File: src/rtl/player_ship_pkg.sv
// ----------------------------------------------------------------------------
// player_ship_pkg
// Shared playfield constants, FSM state types and the box-intersection helper
// used by the player ship and by the enemy collision logic.
// No ports (package).
// ----------------------------------------------------------------------------
package player_ship_pkg;

    // Playfield limits in pixels
    localparam logic [9:0] SCREEN_LEFT  = 10'd9;
    localparam logic [9:0] SCREEN_RIGHT = 10'd629;
    localparam logic [9:0] SCREEN_TOP   = 10'd10;
    localparam logic [9:0] SHIP_TOP     = 10'd440;
    localparam logic [9:0] SHIP_HEIGHT  = 10'd20;

    // Player bullet geometry relative to the ship / itself
    localparam logic [9:0] BULLET_X_OFFSET = 10'd19;
    localparam logic [9:0] BULLET_WIDTH    = 10'd2;
    localparam logic [9:0] BULLET_HEIGHT   = 10'd10;

    typedef enum logic [1:0] {
        ALIVE,
        INVULN,
        DEAD
    } ship_state_e;

    typedef enum logic {
        READY,
        FLYING
    } bullet_state_e;

    // Two boxes intersect when they overlap on both axes; edges that merely
    // touch still count as a collision.
    function automatic logic box_overlap(
        input logic [9:0] l1, input logic [9:0] r1,
        input logic [9:0] t1, input logic [9:0] b1,
        input logic [9:0] l2, input logic [9:0] r2,
        input logic [9:0] t2, input logic [9:0] b2
    );
        return (l1 <= r2) && (l2 <= r1) && (t1 <= b2) && (t2 <= b1);
    endfunction

endpackage

File: src/rtl/player_ship_if.sv
// ----------------------------------------------------------------------------
// player_ship_if
// Bundles the frame tick, player buttons, enemy-side status and all player
// ship / bullet outputs into one interface.
//   slave  : the player_ship block (consumes inputs, drives outputs)
//   master : whoever drives the game inputs (top level or testbench)
// ----------------------------------------------------------------------------
interface player_ship_if;

    logic       frame_i;
    logic       left_btn_i;
    logic       right_btn_i;
    logic       fire_btn_i;
    logic       enemy_hit_i;
    logic       landed_i;
    logic       ebullet_active_i;
    logic [9:0] ebullet_left_i;
    logic [9:0] ebullet_right_i;
    logic [9:0] ebullet_top_i;
    logic [9:0] ebullet_bot_i;

    logic [9:0] left_pos_o;
    logic [9:0] right_pos_o;
    logic [9:0] top_pos_o;
    logic [9:0] bot_pos_o;
    logic [9:0] pbullet_left_o;
    logic [9:0] pbullet_right_o;
    logic [9:0] pbullet_top_o;
    logic [9:0] pbullet_bot_o;
    logic       pbullet_active_o;
    logic       hit_player_o;
    logic [1:0] lives_o;
    logic       player_dead_o;
    logic [3:0] player_red_o;
    logic [3:0] player_green_o;
    logic [3:0] player_blue_o;

    modport slave (
        input  frame_i, left_btn_i, right_btn_i, fire_btn_i,
        input  enemy_hit_i, landed_i, ebullet_active_i,
        input  ebullet_left_i, ebullet_right_i, ebullet_top_i, ebullet_bot_i,
        output left_pos_o, right_pos_o, top_pos_o, bot_pos_o,
        output pbullet_left_o, pbullet_right_o, pbullet_top_o, pbullet_bot_o,
        output pbullet_active_o, hit_player_o, lives_o, player_dead_o,
        output player_red_o, player_green_o, player_blue_o
    );

    modport master (
        output frame_i, left_btn_i, right_btn_i, fire_btn_i,
        output enemy_hit_i, landed_i, ebullet_active_i,
        output ebullet_left_i, ebullet_right_i, ebullet_top_i, ebullet_bot_i,
        input  left_pos_o, right_pos_o, top_pos_o, bot_pos_o,
        input  pbullet_left_o, pbullet_right_o, pbullet_top_o, pbullet_bot_o,
        input  pbullet_active_o, hit_player_o, lives_o, player_dead_o,
        input  player_red_o, player_green_o, player_blue_o
    );

endinterface

File: src/rtl/player_ship_bullet.sv
// ----------------------------------------------------------------------------
// player_ship_bullet
// The single player bullet: launches above the ship, climbs one step per
// frame, and retires on an enemy hit or near the top of the screen.
// Ports:
//   clk_i, reset_ni          clock, asynchronous active-low reset
//   i_launch                 start a flight this cycle (only honoured in READY)
//   i_frame                  one-cycle frame tick
//   i_enemyHit               bullet struck an enemy, retire now
//   i_kill                   force READY (player is dead)
//   i_shipLeft, i_shipTop    ship box corner used as launch origin
//   o_left/right/top/bot     bullet box, all zero while READY
//   o_active                 bullet in flight
// ----------------------------------------------------------------------------
module player_ship_bullet
    import player_ship_pkg::*;
#(
    parameter logic [9:0] bullet_step_p = 10'd10
) (
    input  logic       clk_i,
    input  logic       reset_ni,
    input  logic       i_launch,
    input  logic       i_frame,
    input  logic       i_enemyHit,
    input  logic       i_kill,
    input  logic [9:0] i_shipLeft,
    input  logic [9:0] i_shipTop,
    output logic [9:0] o_left,
    output logic [9:0] o_right,
    output logic [9:0] o_top,
    output logic [9:0] o_bot,
    output logic       o_active
);

    bullet_state_e r_state;
    logic [9:0]    r_left;
    logic [9:0]    r_right;
    logic [9:0]    r_top;
    logic [9:0]    r_bot;

    // Bullet FSM and box registers. A hit outranks a frame step in the same
    // cycle. The top-of-screen retire test runs before the step, so the box
    // can never be moved past the top and wrap.
    always_ff @(posedge clk_i or negedge reset_ni) begin
        if (!reset_ni) begin
            r_state <= READY;
            r_left  <= '0;
            r_right <= '0;
            r_top   <= '0;
            r_bot   <= '0;
        end else if (i_kill) begin
            r_state <= READY;
            r_left  <= '0;
            r_right <= '0;
            r_top   <= '0;
            r_bot   <= '0;
        end else begin
            case (r_state)
                READY: begin
                    if (i_launch) begin
                        r_state <= FLYING;
                        r_left  <= i_shipLeft + BULLET_X_OFFSET;
                        r_right <= i_shipLeft + BULLET_X_OFFSET + BULLET_WIDTH;
                        r_bot   <= i_shipTop - 10'd1;
                        r_top   <= i_shipTop - 10'd1 - BULLET_HEIGHT;
                    end
                end
                FLYING: begin
                    if (i_enemyHit || (i_frame && (r_top < SCREEN_TOP + bullet_step_p))) begin
                        r_state <= READY;
                        r_left  <= '0;
                        r_right <= '0;
                        r_top   <= '0;
                        r_bot   <= '0;
                    end else if (i_frame) begin
                        r_top <= r_top - bullet_step_p;
                        r_bot <= r_bot - bullet_step_p;
                    end
                end
            endcase
        end
    end

    assign o_left   = r_left;
    assign o_right  = r_right;
    assign o_top    = r_top;
    assign o_bot    = r_bot;
    assign o_active = (r_state == FLYING);

endmodule

File: src/rtl/player_ship.sv
// ----------------------------------------------------------------------------
// player_ship
// Player ship along the bottom row: movement, firing of the single player
// bullet, enemy-bullet collision, lives, invulnerability blink and game over.
// Ports:
//   clk_i      system clock
//   reset_ni   asynchronous active-low reset
//   bus        player_ship_if.slave carrying frame tick, buttons, enemy
//              status/bullet box in and ship/bullet boxes, lives, hit,
//              dead flag and colour out
// ----------------------------------------------------------------------------
module player_ship
    import player_ship_pkg::*;
#(
    parameter logic [11:0] color_p         = 12'h0F0,
    parameter logic [9:0]  left_start_p    = 10'd300,
    parameter logic [9:0]  ship_width_p    = 10'd40,
    parameter logic [9:0]  move_step_p     = 10'd5,
    parameter logic [9:0]  bullet_step_p   = 10'd10,
    parameter logic [1:0]  lives_p         = 2'd3,
    parameter logic [7:0]  invuln_frames_p = 8'd120
) (
    input logic         clk_i,
    input logic         reset_ni,
    player_ship_if.slave bus
);

    ship_state_e r_shipState;
    logic [9:0]  r_shipLeft;
    logic [7:0]  r_invulnCnt;
    logic [1:0]  r_lives;
    logic        r_hitPlayer;
    logic        r_playerDead;
    logic        r_firePrev;
    logic        r_fireLatch;

    logic [9:0]  w_shipRight;
    logic [9:0]  w_shipBot;
    logic        w_overlap;
    logic        w_launch;
    logic        w_bulletActive;
    logic        w_isDead;
    logic        w_blank;

    assign w_shipRight = r_shipLeft + ship_width_p;
    assign w_shipBot   = SHIP_TOP + SHIP_HEIGHT;
    assign w_isDead    = (r_shipState == DEAD);
    assign w_overlap   = bus.ebullet_active_i &&
                         box_overlap(r_shipLeft, w_shipRight, SHIP_TOP, w_shipBot,
                                     bus.ebullet_left_i, bus.ebullet_right_i,
                                     bus.ebullet_top_i, bus.ebullet_bot_i);
    assign w_launch    = bus.frame_i && r_fireLatch && !w_bulletActive && !w_isDead;

    // Horizontal movement, one step per frame. Clamping is done before the
    // step is applied so the ship lands exactly on the screen edge.
    always_ff @(posedge clk_i or negedge reset_ni) begin
        if (!reset_ni) begin
            r_shipLeft <= left_start_p;
        end else if (bus.frame_i && !w_isDead) begin
            if (bus.left_btn_i && !bus.right_btn_i) begin
                r_shipLeft <= (r_shipLeft >= SCREEN_LEFT + move_step_p) ?
                              r_shipLeft - move_step_p : SCREEN_LEFT;
            end else if (bus.right_btn_i && !bus.left_btn_i) begin
                r_shipLeft <= (r_shipLeft + move_step_p + ship_width_p <= SCREEN_RIGHT) ?
                              r_shipLeft + move_step_p : SCREEN_RIGHT - ship_width_p;
            end
        end
    end

    // Fire request latch: only a fresh press counts, and a press arriving
    // while the bullet is already flying (or after death) is thrown away
    // rather than queued for the next launch.
    always_ff @(posedge clk_i or negedge reset_ni) begin
        if (!reset_ni) begin
            r_firePrev  <= 1'b0;
            r_fireLatch <= 1'b0;
        end else begin
            r_firePrev <= bus.fire_btn_i;
            if (w_isDead || w_bulletActive || w_launch) begin
                r_fireLatch <= 1'b0;
            end else if (bus.fire_btn_i && !r_firePrev) begin
                r_fireLatch <= 1'b1;
            end
        end
    end

    // Ship life-cycle FSM. A landed enemy ends the game from any state.
    // The invulnerability countdown ticks on frames and hands control back
    // to ALIVE on the frame it would reach zero.
    always_ff @(posedge clk_i or negedge reset_ni) begin
        if (!reset_ni) begin
            r_shipState  <= ALIVE;
            r_invulnCnt  <= '0;
            r_lives      <= lives_p;
            r_hitPlayer  <= 1'b0;
            r_playerDead <= 1'b0;
        end else begin
            r_hitPlayer <= 1'b0;
            if (bus.landed_i) begin
                r_shipState  <= DEAD;
                r_lives      <= '0;
                r_playerDead <= 1'b1;
            end else begin
                case (r_shipState)
                    ALIVE: begin
                        if (bus.frame_i && w_overlap) begin
                            r_hitPlayer <= 1'b1;
                            if (r_lives <= 2'd1) begin
                                r_lives      <= '0;
                                r_shipState  <= DEAD;
                                r_playerDead <= 1'b1;
                            end else begin
                                r_lives     <= r_lives - 2'd1;
                                r_shipState <= INVULN;
                                r_invulnCnt <= invuln_frames_p;
                            end
                        end
                    end
                    INVULN: begin
                        if (bus.frame_i) begin
                            if (r_invulnCnt <= 8'd1) begin
                                r_invulnCnt <= '0;
                                r_shipState <= ALIVE;
                            end else begin
                                r_invulnCnt <= r_invulnCnt - 8'd1;
                            end
                        end
                    end
                    DEAD: begin
                        r_playerDead <= 1'b1;
                    end
                    default: begin
                        r_shipState  <= DEAD;
                        r_playerDead <= 1'b1;
                    end
                endcase
            end
        end
    end

    player_ship_bullet #(
        .bullet_step_p (bullet_step_p)
    ) u_bullet (
        .clk_i      (clk_i),
        .reset_ni   (reset_ni),
        .i_launch   (w_launch),
        .i_frame    (bus.frame_i),
        .i_enemyHit (bus.enemy_hit_i),
        .i_kill     (w_isDead),
        .i_shipLeft (r_shipLeft),
        .i_shipTop  (SHIP_TOP),
        .o_left     (bus.pbullet_left_o),
        .o_right    (bus.pbullet_right_o),
        .o_top      (bus.pbullet_top_o),
        .o_bot      (bus.pbullet_bot_o),
        .o_active   (w_bulletActive)
    );

    // Blink by blanking the ship every other 8-frame window of invulnerability
    assign w_blank = (r_shipState == INVULN) && r_invulnCnt[3];

    assign bus.left_pos_o       = r_shipLeft;
    assign bus.right_pos_o      = w_shipRight;
    assign bus.top_pos_o        = SHIP_TOP;
    assign bus.bot_pos_o        = w_shipBot;
    assign bus.pbullet_active_o = w_bulletActive;
    assign bus.hit_player_o     = r_hitPlayer;
    assign bus.lives_o          = r_lives;
    assign bus.player_dead_o    = r_playerDead;
    assign bus.player_red_o     = w_blank ? 4'h0 : color_p[11:8];
    assign bus.player_green_o   = w_blank ? 4'h0 : color_p[7:4];
    assign bus.player_blue_o    = w_blank ? 4'h0 : color_p[3:0];

endmodule

File: src/flat_wrapper.sv
// flat-port wrapper written by rule: the top's interface ports become plain ports
module player_ship_flat import player_ship_pkg::*;
#(
    parameter logic [11:0] color_p         = 12'h0F0,
    parameter logic [9:0]  left_start_p    = 10'd300,
    parameter logic [9:0]  ship_width_p    = 10'd40,
    parameter logic [9:0]  move_step_p     = 10'd5,
    parameter logic [9:0]  bullet_step_p   = 10'd10,
    parameter logic [1:0]  lives_p         = 2'd3,
    parameter logic [7:0]  invuln_frames_p = 8'd120
)
  (clk_i, reset_ni, bus_frame_i, bus_left_btn_i, bus_right_btn_i, bus_fire_btn_i, bus_enemy_hit_i, bus_landed_i, bus_ebullet_active_i, bus_ebullet_left_i, bus_ebullet_right_i, bus_ebullet_top_i, bus_ebullet_bot_i, bus_left_pos_o, bus_right_pos_o, bus_top_pos_o, bus_bot_pos_o, bus_pbullet_left_o, bus_pbullet_right_o, bus_pbullet_top_o, bus_pbullet_bot_o, bus_pbullet_active_o, bus_hit_player_o, bus_lives_o, bus_player_dead_o, bus_player_red_o, bus_player_green_o, bus_player_blue_o);
  player_ship_if bus_i ();
  input logic clk_i;
  input logic reset_ni;
  input wire logic [$bits(bus_i.frame_i)-1:0] bus_frame_i;
  input wire logic [$bits(bus_i.left_btn_i)-1:0] bus_left_btn_i;
  input wire logic [$bits(bus_i.right_btn_i)-1:0] bus_right_btn_i;
  input wire logic [$bits(bus_i.fire_btn_i)-1:0] bus_fire_btn_i;
  input wire logic [$bits(bus_i.enemy_hit_i)-1:0] bus_enemy_hit_i;
  input wire logic [$bits(bus_i.landed_i)-1:0] bus_landed_i;
  input wire logic [$bits(bus_i.ebullet_active_i)-1:0] bus_ebullet_active_i;
  input wire logic [$bits(bus_i.ebullet_left_i)-1:0] bus_ebullet_left_i;
  input wire logic [$bits(bus_i.ebullet_right_i)-1:0] bus_ebullet_right_i;
  input wire logic [$bits(bus_i.ebullet_top_i)-1:0] bus_ebullet_top_i;
  input wire logic [$bits(bus_i.ebullet_bot_i)-1:0] bus_ebullet_bot_i;
  output wire logic [$bits(bus_i.left_pos_o)-1:0] bus_left_pos_o;
  output wire logic [$bits(bus_i.right_pos_o)-1:0] bus_right_pos_o;
  output wire logic [$bits(bus_i.top_pos_o)-1:0] bus_top_pos_o;
  output wire logic [$bits(bus_i.bot_pos_o)-1:0] bus_bot_pos_o;
  output wire logic [$bits(bus_i.pbullet_left_o)-1:0] bus_pbullet_left_o;
  output wire logic [$bits(bus_i.pbullet_right_o)-1:0] bus_pbullet_right_o;
  output wire logic [$bits(bus_i.pbullet_top_o)-1:0] bus_pbullet_top_o;
  output wire logic [$bits(bus_i.pbullet_bot_o)-1:0] bus_pbullet_bot_o;
  output wire logic [$bits(bus_i.pbullet_active_o)-1:0] bus_pbullet_active_o;
  output wire logic [$bits(bus_i.hit_player_o)-1:0] bus_hit_player_o;
  output wire logic [$bits(bus_i.lives_o)-1:0] bus_lives_o;
  output wire logic [$bits(bus_i.player_dead_o)-1:0] bus_player_dead_o;
  output wire logic [$bits(bus_i.player_red_o)-1:0] bus_player_red_o;
  output wire logic [$bits(bus_i.player_green_o)-1:0] bus_player_green_o;
  output wire logic [$bits(bus_i.player_blue_o)-1:0] bus_player_blue_o;
  assign bus_i.frame_i = bus_frame_i;
  assign bus_i.left_btn_i = bus_left_btn_i;
  assign bus_i.right_btn_i = bus_right_btn_i;
  assign bus_i.fire_btn_i = bus_fire_btn_i;
  assign bus_i.enemy_hit_i = bus_enemy_hit_i;
  assign bus_i.landed_i = bus_landed_i;
  assign bus_i.ebullet_active_i = bus_ebullet_active_i;
  assign bus_i.ebullet_left_i = bus_ebullet_left_i;
  assign bus_i.ebullet_right_i = bus_ebullet_right_i;
  assign bus_i.ebullet_top_i = bus_ebullet_top_i;
  assign bus_i.ebullet_bot_i = bus_ebullet_bot_i;
  assign bus_left_pos_o = bus_i.left_pos_o;
  assign bus_right_pos_o = bus_i.right_pos_o;
  assign bus_top_pos_o = bus_i.top_pos_o;
  assign bus_bot_pos_o = bus_i.bot_pos_o;
  assign bus_pbullet_left_o = bus_i.pbullet_left_o;
  assign bus_pbullet_right_o = bus_i.pbullet_right_o;
  assign bus_pbullet_top_o = bus_i.pbullet_top_o;
  assign bus_pbullet_bot_o = bus_i.pbullet_bot_o;
  assign bus_pbullet_active_o = bus_i.pbullet_active_o;
  assign bus_hit_player_o = bus_i.hit_player_o;
  assign bus_lives_o = bus_i.lives_o;
  assign bus_player_dead_o = bus_i.player_dead_o;
  assign bus_player_red_o = bus_i.player_red_o;
  assign bus_player_green_o = bus_i.player_green_o;
  assign bus_player_blue_o = bus_i.player_blue_o;
  player_ship #(.color_p(color_p), .left_start_p(left_start_p), .ship_width_p(ship_width_p), .move_step_p(move_step_p), .bullet_step_p(bullet_step_p), .lives_p(lives_p), .invuln_frames_p(invuln_frames_p)) u_core (.clk_i(clk_i), .reset_ni(reset_ni), .bus(bus_i));
endmodule
File: config.mk
export PLATFORM = sky130hd
export DESIGN_NAME = player_ship_flat
export DESIGN_NICKNAME = d
export VERILOG_FILES = /design/src/rtl/player_ship_pkg.sv /design/src/rtl/player_ship_if.sv /design/src/rtl/player_ship_bullet.sv /design/src/rtl/player_ship.sv /design/src/flat_wrapper.sv
export SDC_FILE = /design/constraint.sdc
export NUM_CORES = 1
export LEC_CHECK = 0
export ABC_AREA = 0
export BUFFER_PORTS_ARGS = -buffer_cell sky130_fd_sc_hd__buf_2
export CAP_MARGIN = 10
export CORE_MARGIN = 2
export CORE_UTILIZATION = 29
export CTS_CLUSTER_DIAMETER = 40
export DETAILED_ROUTE_END_ITERATION = 8
export GPL_ROUTABILITY_DRIVEN = 0
export SETUP_SLACK_MARGIN = 0.05
export SLEW_MARGIN = 20
export SYNTH_ARGS = -nofsm -noshare
export SYNTH_HDL_FRONTEND = slang
export SYNTH_SLANG_ARGS = --single-unit
File: constraint.sdc
create_clock -name clk_i -period 8.84 [get_ports clk_i]
set_input_delay 1.768 -clock clk_i [delete_from_list [all_inputs] [get_ports clk_i]]
set_output_delay 1.768 -clock clk_i [all_outputs]
set_load 0.02 [all_outputs]
Word level (Yosys, flattened, before mapping)
Cells that the tools add are included.
{"block": "op_classes", "add_sub_neg": 10, "mux": 50, "reduce_logical": 35, "n_eq_ne": 14, "order_cmp": 9, "bitwise_logic": 2}
{"cell": "two-way mux 10 bit", "n": 17}
{"cell": "case mux 10 bit (2 select lines)", "n": 4}
{"cell": "two-way mux 8 bit", "n": 4}
{"cell": "adder 10 x 6 -> 10 bit, second input constant", "n": 2}
{"cell": "less-or-equal comparator 10 bit", "n": 2}
{"cell": "subtractor 10 x 4 -> 10 bit, second input constant", "n": 2}
{"cell": "two-way mux 2 bit", "n": 9}
{"cell": "case mux 8 bit (2 select lines)", "n": 1}
{"cell": "logical AND 1 bit", "n": 14}
{"cell": "two-way mux 1 bit", "n": 11}
{"cell": "adder 10 x 2 -> 10 bit, second input constant", "n": 1}
{"cell": "adder 10 x 3 -> 10 bit, second input constant", "n": 1}
{"cell": "adder 10 x 5 -> 10 bit, second input constant", "n": 1}
{"cell": "greater-or-equal comparator 10 x 4 -> 1 bit, second input constant", "n": 1}
{"cell": "less-or-equal comparator 10 bit, second input constant", "n": 1}
{"cell": "less-or-equal comparator 10 x 9 -> 1 bit, second input constant", "n": 1}
{"cell": "less-or-equal comparator 9 x 10 -> 1 bit, first input constant", "n": 1}
{"cell": "< comparator 10 x 5 -> 1 bit, second input constant", "n": 1}
{"cell": "nonzero test 2 bit", "n": 5}
{"cell": "subtractor 10 x 3 -> 10 bit, second input constant", "n": 1}
{"cell": "!= test 3 x 2 -> 1 bit, second input constant", "n": 3}
{"cell": "less-or-equal comparator 8 x 1 -> 1 bit, second input constant", "n": 1}
{"cell": "!= test 2 bit, second input constant", "n": 4}
{"cell": "AND reduction 2 bit", "n": 4}
{"cell": "19 further kinds", "n": 28}
{"block": "word_totals", "word_cells": 133, "inputBits": 49, "out_inout_bits": 97, "register_bits": 67}

Longest topological paths before layout
Gate-level depths: netlist of the first run.
{"block": "depth", "depth_word": 10, "ltp_mapped": 13, "mapped_depth_nobuf": 12}

Modules after synthesis
A second synthesis of the first run with hierarchy kept.
{"block": "unflattened", "hier_cells": 680, "hier_area_um2": 5567.8}
{"mod": "player_ship", "seq_area_each_um2": 658.1, "n_inst": 1, "cells_per_inst": 359, "area_per_inst_um2": 2840.2}
{"mod": "player_ship_bullet", "seq_area_each_um2": 975.9, "n_inst": 1, "cells_per_inst": 321, "area_per_inst_um2": 2727.6}

Worst setup path after synthesis of the first run
OpenSTA, ideal clock, no wires.
{"block": "synth_path", "kind": "input to register", "startpoint": "input bus_ebullet_right_i[3]", "endpoint": "register u_core.r_invulnCnt[7]", "path_stages": 9, "setup_ns": 0.095, "t_arrival_ns": 3.715, "required_ns": 8.745, "n_path_buf": 0, "slack_ns": 5.029, "cell_sequence": "inv_1 ha_1 a21o_1 a21o_1 a221oi_1 o22ai_1 o41a_1 nand2b_1 o31ai_1"}
{"block": "synth_between", "elab_chain_len": 8}
{"item": "start, declared", "line_no": "flat_wrapper.sv:24", "rtl": "input wire logic [$bits(bus_i.ebullet_right_i)-1:0] bus_ebullet_right_i;"}
{"item": "less-or-equal comparator 10 bit", "line_no": "player_ship_pkg.sv:40", "rtl": "return (l1 <= r2) && (l2 <= r1) && (t1 <= b2) && (t2 <= b1);"}
{"item": "logical AND 1 bit (3 in series)", "line_no": "player_ship_pkg.sv:40"}
{"item": "logical AND 1 bit", "line_no": "player_ship.sv:48", "rtl": "assign w_overlap = bus.ebullet_active_i &&"}
{"item": "logical AND 1 bit", "line_no": "player_ship.sv:106", "rtl": "if (bus.frame_i && w_overlap) begin"}
{"item": "!= test 2 x 1 -> 1 bit (no line)"}
{"item": "AND reduction 5 bit (no line)"}
{"item": "end signal, assigned", "line_no": "player_ship.sv:115", "rtl": "r_invulnCnt <= invuln_frames_p;"}
{"item": "end signal, assigned", "line_no": "player_ship.sv:125", "rtl": "r_invulnCnt <= r_invulnCnt - 8'd1;"}
{"item": "end, declared", "line_no": "player_ship.sv:30", "rtl": "logic [7:0] r_invulnCnt;"}
Every way passes these cells.
A chain may end at the register's enable or synchronous reset.

Final worst setup path of the first run
{"block": "layout_path", "startpoint": "register u_core.r_shipLeft[3], in the netlist u_core.bus.left_pos_o[3]", "endpoint": "register u_core.r_invulnCnt[7]"}
{"block": "layout_between", "elab_chain_len": 9, "elab_cells_between_ends": 10, "cone_classes": "add/sub: 1; order compare: 2; eq/ne: 1; reduce/logical: 6"}
{"item": "start, declared", "line_no": "player_ship.sv:29", "rtl": "logic [9:0] r_shipLeft;"}
{"item": "start signal, assigned", "line_no": "player_ship.sv:58", "rtl": "r_shipLeft <= left_start_p;"}
{"item": "start signal, assigned", "line_no": "player_ship.sv:61", "rtl": "r_shipLeft <= (r_shipLeft >= SCREEN_LEFT + move_step_p) ?"}
{"item": "start signal, assigned", "line_no": "player_ship.sv:64", "rtl": "r_shipLeft <= (r_shipLeft + move_step_p + ship_width_p <= SCREEN_RIGHT) ?"}
{"item": "adder 10 x 6 -> 10 bit", "line_no": "player_ship.sv:45", "rtl": "assign w_shipRight = r_shipLeft + ship_width_p;"}
{"item": "less-or-equal comparator 10 bit", "line_no": "player_ship_pkg.sv:40"}
{"item": "logical AND 1 bit (*) (3 in series)", "line_no": "player_ship_pkg.sv:40"}
{"item": "logical AND 1 bit (*)", "line_no": "player_ship.sv:48"}
{"item": "logical AND 1 bit (*)", "line_no": "player_ship.sv:106"}
{"item": "!= test 2 x 1 -> 1 bit (no line) (*)"}
{"item": "AND reduction 5 bit (no line) (*)"}
Every way passes the cells marked *; elsewhere a longest branch is shown, timed or not.

==> metrics.md, run 1 <==
| Metric | Value |
|---|---|
| Vias in the first global route | 4024 |
| Post-Place Cell Area | 5590 sq um |
| Final nets | 775 |
| Worst vdd ir | 0.0882 mV |
| RSZ-0062 raised after global routing | no |
| Worst-Margin Slew | 0.845 ns |
| Fin crit share | 48.7% |
| Status | completed |
| Top sig layer | met4 |
| Die Height | 136 microns |
| Cells after Synth | 596 |
| Crit. End Element | flip-flop |
| Area Growth Syn to Fin | 17.1% |
| CTS resizes | 0 |
| Mux share of post-synthesis cell area | 0.820% |
| Post-synth design cell area | 5030 sq um |
| Sequential area share after synthesis | 32.5% |
| Arrival time worst endpoint | 4.53 ns |
| Initial Utilization | 29.4% |
| CP required | 9.07 ns |
| Initial antenna violation count | 0 |
| Global route overflow | 0 |
| Syn_area_per_cell | 8.44 sq um |
| Die Area | 18400 sq um |
| Clock transition at path regs | 0.06 ns |
| Metal3 WL | 823 microns |
| Max Cap Violations | 0 |
| Number of buffers added on ports | 114 |
| PnR Total Power | 0.842 mW |
| Per-cell routed wire length | 14.8 microns |
| Via count | 4507 |
| Compound-Gate Fraction of Synth Area | 21.2% |
| DRC viols | 0 |
| Antenna diodes | 0 |
| Yosys reg bits | 65 |
| CTS root buffer | clkbuf_16 |
| Largest family of logic cells by synthesized area | compound AO/OA/AOI/OAI gates |
| Tmin final | 4.31 ns |
| Hold buffer count at cts | 0 |
| Setup bufs post-CTS | 0 |
| Clk sink count | 65 |
| Core Area | 17100 sq um |
| Number of DRC markers in iteration 0 | 326 |
| Post-synthesis adder-cell area fraction | 8.70% |
| Critical path class | reg2reg |
| Drt pass-1 iters | 4 |
| Met1 Wirelength | 6290 microns |
| TritonCTS Buffers | 9 |
| Tot GR Track Use | 14.5% |
| Finished Cell Area | 5890 sq um |
| Slew headroom | 43.6% |
| Row cnt | 48 |
| Synth warn | 0 |
| Latest clock arrival within the worst-skew pair | 0.33 ns |
| Via/cell ratio | 4.89 |
| # IOs | 146 |
| Layout cells sized above 1 | 23.7% |
| Crit path launch type | flip-flop |
| Final Hold Vio Count | 0 |
| Ys async rst share | 100% |
| Chip Width | 136 microns |
| Max FO, Critical Path | 21 |
| Pin count of the biggest net entering global routing | 66 |
| Pwr/cell area | 143 nW/um^2 |
| Cell variety after synth | 75 |
| FMAX | 232 MHz |
| Post-synth EDFFs | 0 |
| First-pass GRT wire length | 21200 microns |
| Main synth FF type | dfrtp_1 |
| Hold Path Class | reg2reg |
| Final WL | 13600 microns |
| Met2 WL | 6300 microns |
| P_leak | 2.80 nW |
| Simple-Gate Fraction of Synth Area | 19.5% |
| Pre-CTS WS | 4.55 ns |
| CTS tree | yes |
| Setup violators final | 0 |
| Slew Viols, Final | 0 |
| Max Buffers Root-to-Sink | 2 |
| Sum Neg Setup Slack | 0 ns |
| Post-Synth XOR/XNOR Area | 5.40% |
| Final ANT Viol Nets | 0 |
| H-tree depth | 3 |
| Hpwl dp | 10100 microns |
| Final worst setup slack | 4.53 ns |
| Final Skew | 0.00974 ns |
-- synthesized netlist by cell type, types with 5 or more instances --
master / n / share of area [%]
dfstp_2: 6 / 3.1
xnor2_1: 18 / 3.1
a21o_1: 9 / 1.3
nor2_1: 49 / 3.7
or2_2: 6 / 0.75
ha_1: 35 / 8.7
xor2_1: 13 / 2.3
nand3_1: 15 / 1.5
o211ai_1: 6 / 0.90
inv_1: 43 / 3.2
o31ai_1: 6 / 0.90
buf_4: 40 / 6.0
o21ai_0: 54 / 5.4
buf_2: 6 / 0.60
nor3_1: 21 / 2.1
or3_1: 5 / 0.62
nor2b_1: 5 / 0.62
a211oi_1: 6 / 0.90
a21oi_1: 27 / 2.7
dfrtp_1: 59 / 29
nand2_1: 49 / 3.7
clkbuf_1: 7 / 0.52
o22ai_1: 8 / 0.99
nand2b_1: 10 / 1.2
-- flip-flops by register name (all words and copies together), names as in the netlist, 2 cells and up --
name and count:
u_core.bus.lives_o 2, u_core.bus.left_pos_o 10, u_core.u_bullet.o_bot 9, u_core.u_bullet.o_top 10, u_core.u_bullet.o_right 9, u_core.u_bullet.o_left 10
u_core.r_shipState 2, u_core.r_invulnCnt 8
-- per-layer routing --
layer,up-vias,track usage [%]
li1,2237,-
met4,0,3.76
met3,13,2.84
met2,138,23.1
met5,-,0
met1,2119,20.1
-- worst paths after layout --
path	from	endpoint	slack (ns)	cells after the start
min in group asynchronous	reset_ni	u_core.u_bullet.o_bot[7]$_DFFE_PN0P_	1.62	2
hold / removal	u_core.u_bullet.o_left[4]$_DFFE_PN0P_	u_core.u_bullet.o_left[4]$_DFFE_PN0P_	0.46	2
max in group asynchronous	reset_ni	u_core.bus.left_pos_o[7]$_DFFE_PN0P_	6.67	2
setup reg to reg	u_core.bus.left_pos_o[3]$_DFFE_PN1P_	u_core.r_invulnCnt[7]$_DFFE_PN0P_	4.53	12
hold reg to reg	u_core.u_bullet.o_left[4]$_DFFE_PN0P_	u_core.u_bullet.o_left[4]$_DFFE_PN0P_	0.46	2
setup / recovery	u_core.bus.left_pos_o[3]$_DFFE_PN1P_	u_core.r_invulnCnt[7]$_DFFE_PN0P_	4.53	12
-- layout make-up --
type                            count  area [sq um]
Fill cell                        1842         11200
Multi-Input combinational cell    453          2900
Sequential cell                    65          1630
Timing Repair Buffer              119           608
Tap cell                          225           282
Clock buffer                        9           225
Inverter                           43           161
Clock inverter                      7          80.1
-- metrics by stage --
stage                     hold slack, ns  utilization, %  instances
after floorplan                    0.489               -        622
after global placement             0.452            32.7        905
after detailed placement           0.455            32.7        905
after CTS                          0.470            34.4        921
after global routing               0.497            34.4        921
final                              0.461            34.4        921
-- report_power, final --
part           switching (mW)  total, mW  leakage, nW  internal [mW]
logic                   0.101      0.162         1.80         0.0607
registers              0.0168      0.320        0.861          0.303
clock network           0.140      0.360        0.142          0.220
-- cells by family after synthesis --
family,after synthesis
flip-flops,65
multiplexers,4
XOR/XNOR,31
AO/OA/AOI/OAI,160
adder cells (fa/ha/maj),35
buffers and inverters,104
other,2
AND/OR/NAND/NOR,195
-- placed cells by master (no fill, tap or decap), types with 6 or more instances in the layout --
cell type / synthesis / routed
inv_1: 43 / 43
nand3_1: 15 / 15
nor2_1: 49 / 49
a21o_1: 9 / 9
xnor2_1: 18 / 18
xor2_1: 13 / 13
or2_2: 6 / 6
dfstp_2: 6 / 6
nand2_1: 49 / 49
ha_1: 35 / 35
o31ai_1: 6 / 6
nand2b_1: 10 / 10
clkbuf_16: 0 / 9
buf_2: 6 / 114
a211oi_1: 6 / 6
dfrtp_1: 59 / 59
a21oi_1: 27 / 27
o22ai_1: 8 / 8
o21ai_0: 54 / 54
o211ai_1: 6 / 6
conb_1: 2 / 28
nor3_1: 21 / 21
-- worst max-delay path, cell delays in order, from the launching register on --
cell	delay (ns)
dfstp_2	0.79
ha_1	0.41
o21ai_0	0.18
or2_2	0.32
xor2_1	0.24
ha_1	0.31
a211oi_1	0.29
o21ai_0	0.17
nor2_1	0.11
a21oi_1	0.17
o41a_1	0.57
nand2b_1	0.33
o31ai_1	0.31
No activity file was read; power rests on OpenSTA's default activity.
==> run 2: changes to the inputs <==
- clock period: 8.84 -> 3.54 ns (I/O delays scaled with it)
==> run 2 against run 1 <==
Effect of this change: clock skew is 0.0025 ns lower; die area stayed put; largest power group unchanged; clock power grew to 2.7 times the previous value; largest cell class unchanged; first-iteration DRC count is 16% higher.
==> metrics.md, run 2 (synthesized netlist as in run 1, its figures left out) <==
| Metric | Value |
|---|---|
| Status | completed (unchanged) |
| Vias in the first global route | 4352 (was 4024) |
| Worst vdd ir | 0.155 mV (was 0.0882 mV) |
| Final Skew | 0.00729 ns (was 0.00974 ns) |
| Slew Viols, Final | 0 (unchanged) |
| Core Area | 17100 sq um (unchanged) |
| RSZ-0062 raised after global routing | no (unchanged) |
| Crit. End Element | flip-flop (unchanged) |
| Hold Path Class | reg2reg (unchanged) |
| Sum Neg Setup Slack | 0 ns (unchanged) |
| Area of the multi-input gates | 2980 sq um (was 2900 sq um) |
| Global route overflow | 0 (unchanged) |
| Die Height | 136 microns (unchanged) |
| First-pass GRT wire length | 22400 microns (was 21200 microns) |
| FMAX | 305 MHz (was 232 MHz) |
| Initial antenna violation count | 0 (unchanged) |
| Final WL | 14100 microns (was 13600 microns) |
| Area Growth Syn to Fin | 22.0% (was 17.1%) |
| Initial Utilization | 29.4% (unchanged) |
| Die Area | 18400 sq um (unchanged) |
| Worst hold slack | 0.475 ns (was 0.461 ns) |
| Tmin final | 3.28 ns (was 4.31 ns) |
| CTS root buffer | clkbuf_16 (unchanged) |
| Clock transition at path regs | 0.06 ns (about the same) |
| # IOs | 146 (unchanged) |
| H-tree depth | 3 (unchanged) |
| TritonCTS Buffers | 9 (unchanged) |
| Via count | 4627 (was 4507) |
| Row cnt | 48 (unchanged) |
| Arrival time worst endpoint | 3.49 ns (was 4.53 ns) |
| Per-cell routed wire length | 14.9 microns (was 14.8 microns) |
| PnR Total Power | 2.22 mW (was 0.842 mW) |
| CP required | 3.75 ns (was 9.07 ns) |
| Critical path class | reg2reg (unchanged) |
| Layout cells sized above 1 | 27.2% (was 23.7%) |
| Pin count of the biggest net entering global routing | 66 (unchanged) |
| Commonest non-fill, non-tap cell in the layout | buf_2 (unchanged) |
| Pwr/cell area | 362 nW/um^2 (was 143 nW/um^2) |
| Final nets | 795 (was 775) |
| Via/cell ratio | 4.92 (was 4.89) |
| Worst-Margin Slew | 0.847 ns (was 0.845 ns) |
| Hpwl dp | 10500 microns (was 10100 microns) |
| Fin crit share | 92.7% (was 48.7%) |
| Number of buffers added on ports | 114 (unchanged) |
| Post-Place Cell Area | 5740 sq um (was 5590 sq um) |
| Antenna diodes | 0 (unchanged) |
| Max FO, Critical Path | 5 (was 21) |
| CTS tree | yes (unchanged) |
| Register area | 1630 sq um (unchanged) |
| Drt pass-1 iters | 4 (unchanged) |
| Final Hold Vio Count | 0 (unchanged) |
| Finished Cell Area | 6140 sq um (was 5890 sq um) |
| Max Cap Violations | 0 (unchanged) |
| Tot GR Track Use | 15.3% (was 14.5%) |
| Max Buffers Root-to-Sink | 2 (unchanged) |
| Slew headroom | 43.6% (about the same) |
| Setup violators final | 0 (unchanged) |
| Clk sink count | 65 (unchanged) |
| Most frequent cells in the layout | 114 x buf_2, 59 x dfrtp_1, 53 x o21ai_0, 49 x nand2_1, 49 x nor2_1 (was 114 x buf_2, 59 x dfrtp_1, 54 x o21ai_0, 49 x nand2_1, 49 x nor2_1) |
| Crit path launch type | flip-flop (unchanged) |
| P_leak | 2.92 nW (was 2.80 nW) |
| Filler cells | 1797 (was 1842) |
| Number of DRC markers in iteration 0 | 378 (was 326) |
| Chip Width | 136 microns (unchanged) |
| Util after Layout | 35.9% (was 34.4%) |
| DRC viols | 0 (unchanged) |
| Latest clock arrival within the worst-skew pair | 0.34 ns (was 0.33 ns) |
| Final ANT Viol Nets | 0 (unchanged) |
## run 2: cell types whose count changed in the layout (fill, tap and decap cells not counted), moves of 2 or more
cell      previous run  this run
a211oi_2             0         2
a211oi_1             6         4
o31ai_2              2         4
o31ai_1              6         4
buf_4                5        25
## run 2: path summary, 6_finish.rpt
kind	end	depth (start not counted)	from	slack, ns
worst min-delay path	u_core.bus.player_dead_o$_DFFE_PN0P_	1	u_core.bus.player_dead_o$_DFFE_PN0P_	0.47
max in group asynchronous	u_core.r_invulnCnt[0]$_DFFE_PN0P_	2	reset_ni	2.43
min in group asynchronous	u_core.u_bullet.o_bot[6]$_DFFE_PN0P_	2	reset_ni	0.55
worst min register to register	u_core.bus.player_dead_o$_DFFE_PN0P_	1	u_core.bus.player_dead_o$_DFFE_PN0P_	0.47
worst max register to register	u_core.r_invulnCnt[6]$_DFFE_PN0P_	13	u_core.bus.left_pos_o[3]$_DFFE_PN1P_	0.26
worst max-delay path	u_core.r_invulnCnt[6]$_DFFE_PN0P_	13	u_core.bus.left_pos_o[3]$_DFFE_PN1P_	0.26
## run 2: metrics by stage
step,worst slack (ns),cells
after floorplan,0.0734,622
after global placement,0.138,925
after detailed placement,0.0741,925
after CTS,0.0773,941
after global routing,0.0689,941
final,0.260,941
## run 2: area by class of cell
class                           instances  share of cell area (%)
Multi-Input combinational cell        453                    48.5
Sequential cell                        65                    26.6
Timing Repair Buffer                  139                    12.4
Tap cell                              225                    4.59
Clock buffer                            9                    3.67
Inverter                               43                    2.63
Clock inverter                          7                    1.67
## run 2: report_power, final
part	total [mW]	leakage, nW	switching (mW)	internal (mW)
clock	0.977	0.156	0.355	0.622
combinational	0.476	1.90	0.297	0.179
sequential	0.767	0.861	0.0104	0.757
total	2.22	2.92	0.663	1.56
## run 2: critical path: stages, from the launching register on
cell and delay [ns]:
dfstp_2 0.53, ha_1 0.16, o21ai_0 0.11, or2_2 0.34, xor2_4 0.20, ha_4 0.23
a211oi_2 0.22, o21ai_0 0.13, nor2_1 0.14, a21oi_2 0.10, o41a_1 0.46, buf_4 0.17
o41ai_2 0.27, o21ai_1 0.10
## run 2: metal layers
metal  share of wire [%]  GRT usage, %  vias up
li1                    -             -     2273
met1                  46          20.8     2206
met2                  47          24.5      132
met3                 5.1          2.47       16
met4                 1.6          5.79        0
met5                   0             0        -
## run 2: timing repair
| action | in CTS | in global routing |
|---|---|---|
| hold buffers | 0 | 0 |
| pin swaps | 0 | 4 |
| setup endpoints to repair | 1 | 9 |
| gates resized for setup | 1 | 11 |
| setup buffers | 0 | 0 |
